==> config.mk <==
export PLATFORM = sky130hd
export DESIGN_NAME = cubic_feeder
export DESIGN_NICKNAME = d
export VERILOG_FILES = /design/src/rtl/cubic_feeder.sv
export SDC_FILE = /design/constraint.sdc
export NUM_CORES = 1
export LEC_CHECK = 0
export CAP_MARGIN = 20
export CELL_PAD_IN_SITES_DETAIL_PLACEMENT = 1
export CELL_PAD_IN_SITES_GLOBAL_PLACEMENT = 1
export CORE_AREA = 10 10 108 183
export CTS_BUF_LIST = sky130_fd_sc_hd__clkbuf_4 sky130_fd_sc_hd__clkbuf_8
export DETAILED_ROUTE_END_ITERATION = 10
export DIE_AREA = 0 0 118 193
export PLACE_DENSITY_LB_ADDON = 0.1
export SYNTH_ARGS = -nofsm -noshare
export SYNTH_HDL_FRONTEND = slang
export SYNTH_SLANG_ARGS = --single-unit
==> constraint.sdc <==
create_clock -name clk -period 11.3 [get_ports clk]
set_clock_uncertainty 0.15 [all_clocks]
set_input_delay 1.695 -clock clk [delete_from_list [all_inputs] [get_ports clk]]
set_output_delay 1.695 -clock clk [all_outputs]
set_load 0.05 [all_outputs]
==> src/rtl/cubic_feeder.sv <==
// Request sequencer for the 4-tap bicubic engine: builds {t,t^2,t^3}, fetches the
// four edge-clamped taps from a 1-cycle line memory and returns the engine result.
module cubic_feeder #(
    parameter int LINE_LEN = 256,
    parameter int ADDR_W   = 8
) (
    input  logic              clk,
    input  logic              rst,
    input  logic              req_valid,
    output logic              req_ready,
    input  logic [7:0]        req_frac,
    input  logic [ADDR_W-1:0] req_idx,
    output logic              mem_en,
    output logic [ADDR_W-1:0] mem_addr,
    input  logic [7:0]        mem_rdata,
    output logic [2:0]        eng_cycle_cnt,
    output logic [23:0]       eng_X_in,
    output logic [7:0]        eng_P_in,
    input  logic [7:0]        eng_out,
    output logic              res_valid,
    input  logic              res_ready,
    output logic [7:0]        res_data
);

    typedef enum logic [2:0] {
        S_IDLE = 3'd0,
        S_LOAD = 3'd1,
        S_F1   = 3'd2,
        S_F2   = 3'd3,
        S_F3   = 3'd4,
        S_F4   = 3'd5,
        S_CAP  = 3'd6,
        S_RESP = 3'd7
    } state_t;

    localparam logic signed [ADDR_W+1:0] MAX_TAP = (ADDR_W+2)'(LINE_LEN - 1);

    // Tap address idx+j evaluated signed with two guard bits, clamped to the line.
    function automatic logic [ADDR_W-1:0] tap_addr(input logic [ADDR_W-1:0] idx,
                                                   input logic signed [2:0] j);
        logic signed [ADDR_W+1:0] sum;
        logic [ADDR_W-1:0]        res;
        sum = $signed({2'b00, idx}) + $signed({{(ADDR_W-1){j[2]}}, j});
        if (sum < $signed({(ADDR_W+2){1'b0}})) begin
            res = {ADDR_W{1'b0}};
        end else if (sum > MAX_TAP) begin
            res = MAX_TAP[ADDR_W-1:0];
        end else begin
            res = sum[ADDR_W-1:0];
        end
        return res;
    endfunction

    // Round-half-up Q0.8 powers; t=255 peaks at 65153, so 16 bits never overflow.
    function automatic logic [23:0] weights(input logic [7:0] t);
        logic [15:0] p2;
        logic [15:0] p3;
        logic [7:0]  t2;
        logic [7:0]  t3;
        p2 = 16'(t) * 16'(t) + 16'd128;
        t2 = 8'(p2 >> 8);
        p3 = 16'(t2) * 16'(t) + 16'd128;
        t3 = 8'(p3 >> 8);
        return {t, t2, t3};
    endfunction

    state_t            state_q, state_d;
    logic [23:0]       x_q, x_d;
    logic [ADDR_W-1:0] idx_q, idx_d;
    logic [7:0]        res_data_q, res_data_d;
    logic              res_valid_q, res_valid_d;

    // State and datapath registers; reset aborts any request in flight.
    always_ff @(posedge clk) begin
        if (rst) begin
            state_q     <= S_IDLE;
            x_q         <= 24'd0;
            idx_q       <= {ADDR_W{1'b0}};
            res_data_q  <= 8'd0;
            res_valid_q <= 1'b0;
        end else begin
            state_q     <= state_d;
            x_q         <= x_d;
            idx_q       <= idx_d;
            res_data_q  <= res_data_d;
            res_valid_q <= res_valid_d;
        end
    end

    // Next-state and datapath update.
    always_comb begin
        state_d     = state_q;
        x_d         = x_q;
        idx_d       = idx_q;
        res_data_d  = res_data_q;
        res_valid_d = res_valid_q;
        case (state_q)
            S_IDLE: begin
                if (req_valid) begin
                    x_d     = weights(req_frac);
                    idx_d   = req_idx;
                    state_d = S_LOAD;
                end else begin
                    state_d = S_IDLE;
                end
            end
            S_LOAD: state_d = S_F1;
            S_F1:   state_d = S_F2;
            S_F2:   state_d = S_F3;
            S_F3:   state_d = S_F4;
            S_F4:   state_d = S_CAP;
            S_CAP: begin
                res_data_d  = eng_out;
                res_valid_d = 1'b1;
                state_d     = S_RESP;
            end
            S_RESP: begin
                if (res_ready) begin
                    res_valid_d = 1'b0;
                    state_d     = S_IDLE;
                end else begin
                    state_d = S_RESP;
                end
            end
            default: begin
                res_valid_d = 1'b0;
                state_d     = S_IDLE;
            end
        endcase
    end

    // Per-state outputs; memory reads run one tap ahead of the engine phase.
    always_comb begin
        req_ready     = 1'b0;
        mem_en        = 1'b0;
        mem_addr      = {ADDR_W{1'b0}};
        eng_cycle_cnt = 3'd1;
        case (state_q)
            S_IDLE: begin
                req_ready     = 1'b1;
                eng_cycle_cnt = 3'd1;
            end
            S_LOAD: begin
                eng_cycle_cnt = 3'd0;
                mem_en        = 1'b1;
                mem_addr      = tap_addr(idx_q, 3'sb111);
            end
            S_F1: begin
                eng_cycle_cnt = 3'd1;
                mem_en        = 1'b1;
                mem_addr      = tap_addr(idx_q, 3'sb000);
            end
            S_F2: begin
                eng_cycle_cnt = 3'd2;
                mem_en        = 1'b1;
                mem_addr      = tap_addr(idx_q, 3'sb001);
            end
            S_F3: begin
                eng_cycle_cnt = 3'd3;
                mem_en        = 1'b1;
                mem_addr      = tap_addr(idx_q, 3'sb010);
            end
            S_F4:    eng_cycle_cnt = 3'd4;
            S_CAP:   eng_cycle_cnt = 3'd0;
            S_RESP:  eng_cycle_cnt = 3'd1;
            default: eng_cycle_cnt = 3'd1;
        endcase
    end

    assign eng_X_in  = x_q;
    assign eng_P_in  = mem_rdata;
    assign res_valid = res_valid_q;
    assign res_data  = res_data_q;

endmodule
-- Yosys cells after proc, flatten, opt, wreduce, memory -nomap -nowiden
Cells that the tools add are included.
- output and inout bits: 54
- word-level logic and storage cells: 52
- register bits after elaboration: 44
- input bits: 36
- eq/ne operators: 8
- add/subtract/negate cells: 5
- multipliers: 2
- reduce and logical (&&, ||, !) cells: 7
- multiplexer cells: 17
- order comparisons: 8
- operators with widths (operator ; number):
    8-bit 2-to-1 mux ; 8
    16-bit by 8-bit adder with 16-bit output, second input constant ; 2
    8-bit by 8-bit multiplier with 16-bit output ; 2
    8-bit case mux with 4 select lines ; 1
    3-bit case mux with 8 select lines ; 1
    9-bit by 8-bit greater-than comparator with 1-bit output, second input constant ; 2
    9-bit by 1-bit < comparator with 1-bit output, second input constant ; 2
    3-bit case mux with 5 select lines ; 1
    3-bit equality test, second input constant ; 4
    9-bit by 1-bit adder with 10-bit output, second input constant ; 1
    10-bit by 9-bit greater-than comparator with 1-bit output, second input constant ; 1
    10-bit by 1-bit < comparator with 1-bit output, second input constant ; 1
    8-bit by 1-bit adder with 9-bit output, second input constant ; 1
    8-bit by 2-bit adder with 9-bit output, second input constant ; 1
    8-bit greater-than comparator, second input constant ; 1
    8-bit by 1-bit < comparator with 1-bit output, second input constant ; 1
    3-bit by 2-bit equality test with 1-bit output, second input constant ; 2
    1-bit 2-to-1 mux ; 4
    2-bit AND reduction ; 2
    4-bit OR reduction ; 1
    3-bit by 1-bit equality test with 1-bit output, second input constant ; 1
    3-bit logical NOT ; 1
    3-bit 2-to-1 mux ; 1
    3-bit OR reduction ; 1
    other kinds (4) ; 4

-- Logic depth before layout (Yosys ltp)
Gate-level depths: netlist (run 1).
- depth after elaboration: 5
- mapped depth: 33
- mapped depth without buffers: 29

-- Least setup slack after synthesis (run 1)
No wires, ideal clock.
- kind: input port to flip-flop
- start: in req_frac[7]
- end: reg x_q[4] (netlist: eng_X_in[4])
- data arrival time: 9909 ps
- path buffers: 4
- setup slack: 1119 ps
- cell stages on the path: 30
- library setup time: 122 ps
- required time: 11028 ps
- path through: clkbuf_1 > clkbuf_1 > nand2_1 > fa_1 > inv_1 > fa_1 > fa_1 > inv_1 > fa_1 > inv_1 > ha_1 > and2_1 > buf_1 > a21o_1 > o311a_1 > buf_2 > or3b_1 > fa_1 > fa_1 > inv_1 > fa_1 > inv_1 > fa_1 > inv_1 > ha_1 > and4b_1 > a221oi_1 > a211oi_1 > o21a_1 > a311o_1
- longest elaborated chain between the ends: 4
- ends and longest elaborated chain (item ; line ; source):
    start, declared ; 11 ; input logic [7:0] req_frac,
    8-bit by 8-bit multiplier with 16-bit output ; 60 ; p2 = 16'(t) * 16'(t) + 16'd128;
    16-bit by 8-bit adder with 16-bit output ; 60 ;
    8-bit by 8-bit multiplier with 16-bit output (*) ; 62 ; p3 = 16'(t2) * 16'(t) + 16'd128;
    16-bit by 8-bit adder with 16-bit output (*) ; 62 ;
    end signal, assigned ; 77 ; x_q <= 24'd0;
    end signal, assigned ; 83 ; x_q <= x_d;
    end, declared ; 68 ; logic [23:0] x_q, x_d;
Mark *: on every way between the ends. The rest lies on a longest branch, timed or not.
A chain may end at the register's enable or synchronous reset.

-- Final worst setup path (run 1)
- start: in req_frac[5]
- end: reg x_q[1] (netlist: eng_X_in[1])
The elaborated chain is that of the path after synthesis.

==> results of run 1 <==
[flip-flops by register name, indices dropped and copies added, names as in the netlist]
name       flops
idx_q          8
res_valid      1
eng_X_in      24
state_q        3
res_data       8
[cells by family (layout without fill, tap and decap cells)]
logic type | count (synthesis) | in the layout | share of synthesized area
simple gates | 291 | 291 | 0.234
compound gates | 176 | 176 | 0.188
buf+inv | 151 | 184 | 0.0918
fa+ha+maj | 129 | 129 | 0.309
flops | 44 | 44 | 0.135
xor+xnor | 19 | 19 | 0.0255
mux | 11 | 11 | 0.0169
[worst max-delay path, delay by kind of cell]
kind,cells,cell delay [ns]
buffers and inverters,7,1.19
and+or+nand+nor,5,1.41
AOI/OAI and AO/OA,5,1.53
xor gates and xnor gates,2,0.52
adders and majority gates,9,4.26
[stage by stage]
| stage | instances | setup WS (ns) | hold slack [ns] |
|---|---|---|---|
| after floorplan | 821 | 1.12 | 0.401 |
| after global placement | 1073 | 0.441 | 0.293 |
| after detailed placement | 1073 | 0.281 | 0.299 |
| after CTS | 1081 | 0.668 | 0.314 |
| after global routing | 1081 | 0.193 | 0.337 |
| final | 1081 | 0.715 | 0.311 |
[per-layer routing]
layer,vias up,wire length [µm],GRT usage
met2,90,12700,0.398
met3,38,366,0.0160
met1,3008,7450,0.170
met5,-,0,0
met4,0,727,0.0826
li1,2861,-,-
[worst min-delay path by stage]
stage | endpoint | slack, ns | start | cells past startpoint
final | eng_X_in[20] | 0.31 | eng_X_in[20] | 2
after global routing | res_data[7] | 0.34 | res_data[7] | 2
after CTS | eng_X_in[20] | 0.31 | eng_X_in[20] | 2
after detailed placement | eng_X_in[20] | 0.30 | eng_X_in[20] | 2
after global placement | res_data[5] | 0.29 | res_data[5] | 2
after floorplan | idx_q[1] | 0.40 | idx_q[1] | 2
[area by class of cell]
type	instances	area [µm²]	area share
clock buffer	6	82.6	0.0110
multi-input combinational	626	5050	0.674
sequential	44	881	0.118
inverter	92	345	0.0461
tap	227	284	0.0379
timing repair buffer	84	808	0.108
clock inverter	2	38.8	0.00518
[cells in the mapped netlist, drive strengths merged, types with 11 or more instances]
cell	number
nand3	17
nor2	33
nand2b	16
mux2i	11
buf	12
a21oi	56
xnor2	16
o21ai	27
inv	91
and2	38
a21boi	12
dfxtp	44
fa	54
clkbuf	47
nor3	14
nand2	99
ha	75
==> results.ini, run 1 <==
[detailed_routing]
vias = 5997
drt_wl_total_mm = 21.2
wire_per_inst_um = 19.6
drc = 0
postRouteAntennaNets = 0
detail_route.vias_per_cell = 5.55
drtPass1Iterations = 6
drt_iter0_drc = 173

[synthesis]
synth_top_area_frac = 0.166
async_flop_share = 0
ys_ff_latch = 44
synth.largest_area_cell = fa_1
synthesis.instances = 821
synth_ff_type = dfxtp_1
yosysSeqAreaShare = 0.135
synth_fp_nets = 986
synth_edf_count = 0
avgSynthCellArea_um2 = 7.95
ys_top_cells_by_area = fa_1, ha_1, dfxtp_1, nand2_1, inv_1
ys_types = 72
yosysWarnings = 0
syn_area_mm2 = 0.00653

[timing]
fin_tns_setup_ns = 0
rsz0062_at_grt = false
worst_slew_margin_rel = 0.343
setup_viol = 0
fmax_mhz = 94.5
fin_crit_sh = 0.937
slew_violations = 0
worstMarginPinSlew_ns = 0.985
hold_viol_final = 0
period_needed_ns = 10.59

[place]
post-dp-hpwl_mm = 17.6
gp_congestion = 0.913
placed_area_mm2 = 0.00737
numPortBuffers = 73

[critical_path]
r2r_cells = 6
worst-endpoint-arrival_ns = 10.61
reg2reg_from = state_q[2]
r2r-end = eng_X_in[4]
ff2ff_setup_slack_ns = 9.13
critical_path_required_ns = 11.32
cp-end-kind = flip-flop
crit_type = primary input to flip-flop
cpMostUsedCell = fa_1
worstPathMaxFanout = 14
slowest_delay_ns = 0.75
cp-start-kind = primary input
crit_slowest_cell = clkdlybuf4s50_1
setup.worst_path.start = req_frac[5]
worstSetupEndpoint = eng_X_in[1]

[floorplan]
die_w_um = 118
die_h_um = 193
dieArea_mm2 = 0.0228
io_pins = 90
core_mm2 = 0.0167
initial_utilization = 0.391
rows = 63

[clock_tree]
tritoncts = yes
cts_buffer_depth = 2
cts_buffers = 5
clk_pin_slew_worst_paths_ns = 0.10
post-cts-setup-buffers = 0
worst_skew_pair.late_latency_ns = 0.32
ctsHtreeMaxLevel = 2
cts_resized = 0
postCtsHoldBufs = 0
cts.sinks = 44
cts_root_buf = clkbuf_8

[grt]
antenna_found_initial = 0
overflow = 0
grt_max_degree = 54
grt_usage = 0.186
grt_first_pass_wirelength_mm = 34.5
grt_pass1_vias = 6761

[job]
drv_cap = 0

[layout]
syn_to_final_growth_pct = 14.7
antennaDiodeCount = 0
drive_gt1_frac = 0.0457
final_common_cell = nand2_1
fin_nets = 1018
final_util = 0.448
nFillCells = 2071
final_area_mm2 = 0.00749
mostFrequentLayoutCells = nand2_1, inv_1, ha_1, clkdlybuf4s50_1, a21oi_1

[outcome]
status = complete, no violations

[min_path]
hold_class = flip-flop to flip-flop

Power of run 1 is left out: the tool's default activity adds up to more than one toggle a clock period on the data nets, which glitch-free logic cannot reach.
==> inputs of run 2 (changes only) <==
- SKIP_LAST_GASP: default -> 1
==> results of run 2 <==
The final DEF is identical to that of run 1; final timing and power are the same.
Power of run 2 is left out for the same reason.
==> inputs of run 3 (changes only) <==
- ABC_CLOCK_PERIOD_IN_PS: default -> 11300
==> results of run 3 <==
The final DEF is identical to that of run 1; final timing and power are the same.
Power of run 3 is left out for the same reason.
